**src/rtl/cordic_arbiter.sv**
```systemverilog
// Round-robin front end that time-shares one iterative CORDIC sin/cos core
// between NUM_REQ requesters and returns each result tagged with its requester ID.
module cordic_arbiter #(
  parameter int NUM_REQ = 4,
  parameter int LATENCY = 31,
  parameter int ID_W    = 2
) (
  input  logic                   clk,
  input  logic                   rst,
  input  logic [NUM_REQ-1:0]     req_valid,
  input  logic [32*NUM_REQ-1:0]  req_angle,
  output logic [NUM_REQ-1:0]     req_ready,
  output logic                   core_start,
  output logic [31:0]            core_angle,
  input  logic [31:0]            core_sin,
  input  logic [31:0]            core_cos,
  output logic                   rsp_valid,
  input  logic                   rsp_ready,
  output logic [ID_W-1:0]        rsp_id,
  output logic [31:0]            rsp_sin,
  output logic [31:0]            rsp_cos,
  output logic                   busy
);

  localparam int CNT_W = (LATENCY < 1) ? 1 : $clog2(LATENCY + 1);

  typedef enum logic [1:0] {IDLE, START, RUN, RESP} state_t;

  state_t            state_q, state_d;
  logic [ID_W-1:0]   rr_ptr_q, rr_ptr_d;
  logic [ID_W-1:0]   id_q, id_d;
  logic [CNT_W-1:0]  cnt_q, cnt_d;
  logic [31:0]       core_angle_q, core_angle_d;
  logic              rsp_valid_q, rsp_valid_d;
  logic [ID_W-1:0]   rsp_id_q, rsp_id_d;
  logic [31:0]       rsp_sin_q, rsp_sin_d;
  logic [31:0]       rsp_cos_q, rsp_cos_d;

  logic              grant_found;
  logic [ID_W-1:0]   grant_idx;
  logic [ID_W:0]     cand;
  logic [ID_W:0]     next_ptr;

  // Round-robin search: first valid requester starting at rr_ptr, wrapping at NUM_REQ.
  always_comb begin
    grant_found = 1'b0;
    grant_idx   = '0;
    cand        = '0;
    for (int i = 0; i < NUM_REQ; i++) begin
      cand = {1'b0, rr_ptr_q} + (ID_W+1)'(i);
      if (cand >= (ID_W+1)'(NUM_REQ)) cand = cand - (ID_W+1)'(NUM_REQ);
      if (!grant_found && req_valid[cand[ID_W-1:0]]) begin
        grant_found = 1'b1;
        grant_idx   = cand[ID_W-1:0];
      end
    end
    next_ptr = {1'b0, grant_idx} + (ID_W+1)'(1);
    if (next_ptr >= (ID_W+1)'(NUM_REQ)) next_ptr = '0;
  end

  // Handshakes: a transfer happens on a rising edge where valid and ready are
  // both high; valid never depends on ready, and a requester holds its angle
  // until it sees its ready bit.
  always_comb begin
    state_d      = state_q;
    rr_ptr_d     = rr_ptr_q;
    id_d         = id_q;
    cnt_d        = cnt_q;
    core_angle_d = core_angle_q;
    rsp_valid_d  = rsp_valid_q;
    rsp_id_d     = rsp_id_q;
    rsp_sin_d    = rsp_sin_q;
    rsp_cos_d    = rsp_cos_q;
    req_ready    = '0;
    core_start   = 1'b0;

    case (state_q)
      IDLE: begin
        if (grant_found) begin
          req_ready[grant_idx] = 1'b1;
          core_angle_d         = req_angle[32*int'(grant_idx) +: 32];
          id_d                 = grant_idx;
          rr_ptr_d             = next_ptr[ID_W-1:0];
          state_d              = START;
        end
      end
      START: begin
        core_start = 1'b1;
        cnt_d      = '0;
        state_d    = RUN;
      end
      RUN: begin
        if (cnt_q == CNT_W'(LATENCY)) begin
          rsp_sin_d   = core_sin;
          rsp_cos_d   = core_cos;
          rsp_id_d    = id_q;
          rsp_valid_d = 1'b1;
          state_d     = RESP;
        end else begin
          cnt_d = cnt_q + 1'b1;
        end
      end
      RESP: begin
        if (rsp_ready) begin
          rsp_valid_d = 1'b0;
          state_d     = IDLE;
        end
      end
      default: state_d = IDLE;
    endcase

    // Combinational outputs are forced quiet while reset is sampled.
    if (rst) begin
      req_ready  = '0;
      core_start = 1'b0;
    end
  end

  always_ff @(posedge clk) begin
    if (rst) begin
      state_q      <= IDLE;
      rr_ptr_q     <= '0;
      id_q         <= '0;
      cnt_q        <= '0;
      core_angle_q <= '0;
      rsp_valid_q  <= 1'b0;
      rsp_id_q     <= '0;
      rsp_sin_q    <= '0;
      rsp_cos_q    <= '0;
    end else begin
      state_q      <= state_d;
      rr_ptr_q     <= rr_ptr_d;
      id_q         <= id_d;
      cnt_q        <= cnt_d;
      core_angle_q <= core_angle_d;
      rsp_valid_q  <= rsp_valid_d;
      rsp_id_q     <= rsp_id_d;
      rsp_sin_q    <= rsp_sin_d;
      rsp_cos_q    <= rsp_cos_d;
    end
  end

  assign core_angle = core_angle_q;
  assign rsp_valid  = rsp_valid_q;
  assign rsp_id     = rsp_id_q;
  assign rsp_sin    = rsp_sin_q;
  assign rsp_cos    = rsp_cos_q;
  assign busy       = (state_q != IDLE) && !rst;

endmodule

```
**config.mk**
```make
export PLATFORM = sky130hd
export DESIGN_NAME = cordic_arbiter
export DESIGN_NICKNAME = d
export VERILOG_FILES = /design/src/rtl/cordic_arbiter.sv
export SDC_FILE = /design/constraint.sdc
export NUM_CORES = 1
export LEC_CHECK = 0
export CAP_MARGIN = 40
export CORE_MARGIN = 5
export CORE_UTILIZATION = 39
export CTS_BUF_LIST = sky130_fd_sc_hd__clkbuf_8
export DETAILED_ROUTE_END_ITERATION = 7
export PLACE_DENSITY_LB_ADDON = 0.15
export SETUP_SLACK_MARGIN = 0.15
export SLEW_MARGIN = 15
export SYNTH_ARGS = -nofsm -noshare
export SYNTH_HDL_FRONTEND = slang
export SYNTH_SLANG_ARGS = --single-unit
```
**constraint.sdc**
```tcl
create_clock -name clk -period 3.2 [get_ports clk]
set_input_delay 0.8 -clock clk [delete_from_list [all_inputs] [get_ports clk]]
set_output_delay 0.8 -clock clk [all_outputs]
set_load 0.03 [all_outputs]
```
==> impl_results.md <==
- Status: finished, final reports clean
- Cell Pwr Density: 571 mW/mm^2
- Clock skew: 0.0142 ns
- R2R depth: 5
- CP Cell Sequence: dlygate4sd2_1 > nor2b_4 > or4_4 > nand2_8 > ha_4 > and2_4 > buf_12
- Vias: 5670
- Antenna violations before repair: 1
- Async S/R FF share, synth: 0
- Worst Tran Pin Value: 0.586 ns
- Clk buf depth: 2
- Core Util, Final: 0.661
- Delay-heaviest family, CP: simple AND/OR/NAND/NOR gates
- Min Hold Slack: 0.460 ns
- Worst hold start: rsp_id[1]
- Sequential fraction of the synthesis area: 0.419
- Final Hold Viols: 0
- Die X: 126 microns
- Storage element area: 0.00220 sq mm
- Pin count of the biggest net entering global routing: 65
- RSZ-0062 raised after global routing: no
- Share of cells above drive strength 1: 0.110
- Post-Syn Area per Cell: 8.23 sq um
- # IOs: 304
- Peak VDD IR: 0.000378 V
- Initial drt markers: 255
- Max FO, Critical Path: 3
- Core area: 0.0132 sq mm
- Clk root buf: clkbuf_8
- Synth-to-Final Area Change: 66.5%
- CP startpoint kind: input port
- Final Max Slew Viols: 0
- Area of the multi-input gates: 0.00286 sq mm
- Worst slew margin: 0.610
- Synth Area in Simple Gates: 0.202
- Reg2reg setup slack: 0.96 ns
- Pleak: 3.23 nW
- Number of nets still failing antenna checks after routing: 0
- First-pass GRT wire length: 29000 microns
- Die height: 126 microns
- Wire per inst: 16.4 microns
- Placed instance area: 0.00852 sq mm
- Synth Instances: 639
- Mux cell area share after synthesis: 0.0628
- Critical path class: in2out
- Final setup TNS: 0 ns
- F_max: 334 MHz
- # Max-Cap Violations: 0
- Post-Syn Area: 0.00526 sq mm
- Largest stage delay, worst path: 0.53 ns
- CTS buffer count: 9
- Endpoint of the lowest-slack register-to-register path: core_angle[2]
- Sink Count: 110
- Clock slew seen by the registers of the worst setup and hold paths: 0.11 ns
- Design Area, Final: 0.00875 sq mm
- Fin nets: 1136
- Initial Util: 0.397
- Compound-Gate Fraction of Synth Area: 0.247
- Tot Pwr: 5.00 mW
- Number of global-route vias before repair: 5833
- Adder-Cell Fraction of Synth Area: 0.0167
- Worst EP required: 2.40 ns
- Hold crit path type: reg2reg
- Final setup fails: 0
- Xor-xnor portion of the synthesized cell area: 0
- Mapped Nets: 845
- Final period util: 0.937
- H-tree depth: 3
- Total global-route track usage: 0.222
- PortBufs: 303
- Die footprint: 0.0159 sq mm
- Pre-Repair DR Iteration Count: 5
- Largest family of logic cells by synthesized area: compound AO/OA/AOI/OAI gates
- Row cnt: 42
- Seq cells post-synth: 110
- Number of synthesized flops with an enable pin: 0
- Synth Flop Type: dfxtp_1
- Ys Warns: 0
- GPL Wtd Cong: 0.857
- Post-Route WL: 18200 microns
- Final HPWL DP: 13800 microns
- CP arrival: 2.20 ns
- TritonCTS clock tree: built
- Bufs and invs on worst path: 2
- Grt ovf: 0
- Min Tclk post-route: 3.00 ns
- Residual DRC: 0
- Fillcell total: 1101
- Worst path slowest cell: or4_4
- Worst setup EP type: output port
- Hold Crit Endpoint: rsp_id[1]
- Hold depth: 2
- Synth unique cells: 38
- Routed vias/inst: 5.10
- Worst-Skew Late Latency: 0.38 ns
- Worst reg2reg path startpoint: rr_ptr_q[1]
==> Yosys cell counts (2+ instances only) <==
cell	number	share of area
nand3_1	32	0.030
nor2b_1	6	0.0071
nand2b_1	3	0.0036
o21ba_2	2	0.0038
and2_1	2	0.0024
a21o_1	32	0.046
o21ai_0	35	0.033
o211ai_2	29	0.069
buf_12	3	0.011
dfxtp_1	110	0.42
o211ai_1	4	0.0057
mux2i_1	33	0.063
a22oi_1	2	0.0029
clkbuf_1	32	0.023
nor2_1	16	0.011
ha_1	7	0.017
nor4_1	2	0.0024
buf_1	4	0.0029
a21oi_1	75	0.071
nand2_1	176	0.13
inv_1	3	0.0021
a211oi_1	2	0.0029
buf_2	11	0.010
nor3_1	4	0.0038
==> worst max-delay path by stage <==
stage,start,slack (ns),endpoint,depth (start not counted)
after floorplan,req_valid[1],0.21,req_ready[3],8
after global placement,req_valid[0],-0.15,req_ready[1],9
after detailed placement,req_valid[1],-0.15,req_ready[3],7
after CTS,req_valid[0],0.16,req_ready[1],9
after global routing,req_valid[2],0.15,req_ready[3],7
final,req_valid[2],0.20,req_ready[3],7
==> state kept, by name, indices dropped and copies added (netlist names), 2 cells and up <==
name	cells
rr_ptr_q	2
rsp_id	2
rsp_cos	32
core_angle	32
id_q	2
rsp_sin	32
cnt_q	5
state_q	2
==> area by class of cell <==
type                    instances  area share
flip-flops and latches        110       0.252
repair buffers                332       0.373
clock inverters                 7     0.00729
multi-input cells             474       0.327
inverters                       3     0.00129
clock buffers                   9      0.0141
well taps                     176      0.0252
diodes                          1    0.000286
==> tightest hold or removal path, cell delays in order, from the launching register on <==
cell and delay, ns:
dfxtp_1 0.32, nand2_1 0.05, a21oi_1 0.05
==> timing repair <==
action / CTS / global route
setup buffers: 1 / 0
endpoints found under the setup margin: 4 / 3
hold buffers: 0 / 0
gates resized for setup: 14 / 8
pin swaps: 2 / 0
==> layer usage <==
layer  wire length (microns)  part of all wire  vias up  GRT usage
li1                        -                 -     2777          -
met1                    6980              0.38     2610      0.250
met2                    9080              0.50      245      0.382
met3                    1600             0.088       38     0.0741
met4                     529             0.029        0     0.0972
met5                       0                 0        -          0
==> metrics by stage <==
stage	worst slack, ns	std cells
after floorplan	0.210	639
after global placement	-0.149	1094
after detailed placement	-0.154	1094
after CTS	0.161	1111
after global routing	0.152	1112
final	0.202	1112
==> cell usage in the layout, fill, tap and decap left out, drive strengths merged, types with 2 or more instances in the layout <==
cell type and instances:
mux2i 33, nand2b 3, o211ai 33, nand2 177, a21oi 75, nor2b 7, nand3 32, buf 35
nor4 2, inv 7, ha 7, clkbuf 11, and2 2, clkinv 2, nor2 16, a22oi 2
nor3 5, clkdlybuf4s50 294, a211oi 2, o21ba 2, o21ai 35, a21o 32, dfxtp 110
==> power breakdown <==
part           switching, mW  internal (mW)  total [mW]
Combinational           1.32           1.12        2.45
Sequential             0.141           1.59        1.73
Clock                  0.520          0.303       0.823
Total                   1.98           3.02        5.00
==> cells by family after synthesis <==
group,count (synthesis)
mux,33
fa+ha+maj,7
compound gates,186
simple gates,248
flops,110
buf+inv,55
No activity file was read; power rests on OpenSTA's default activity.
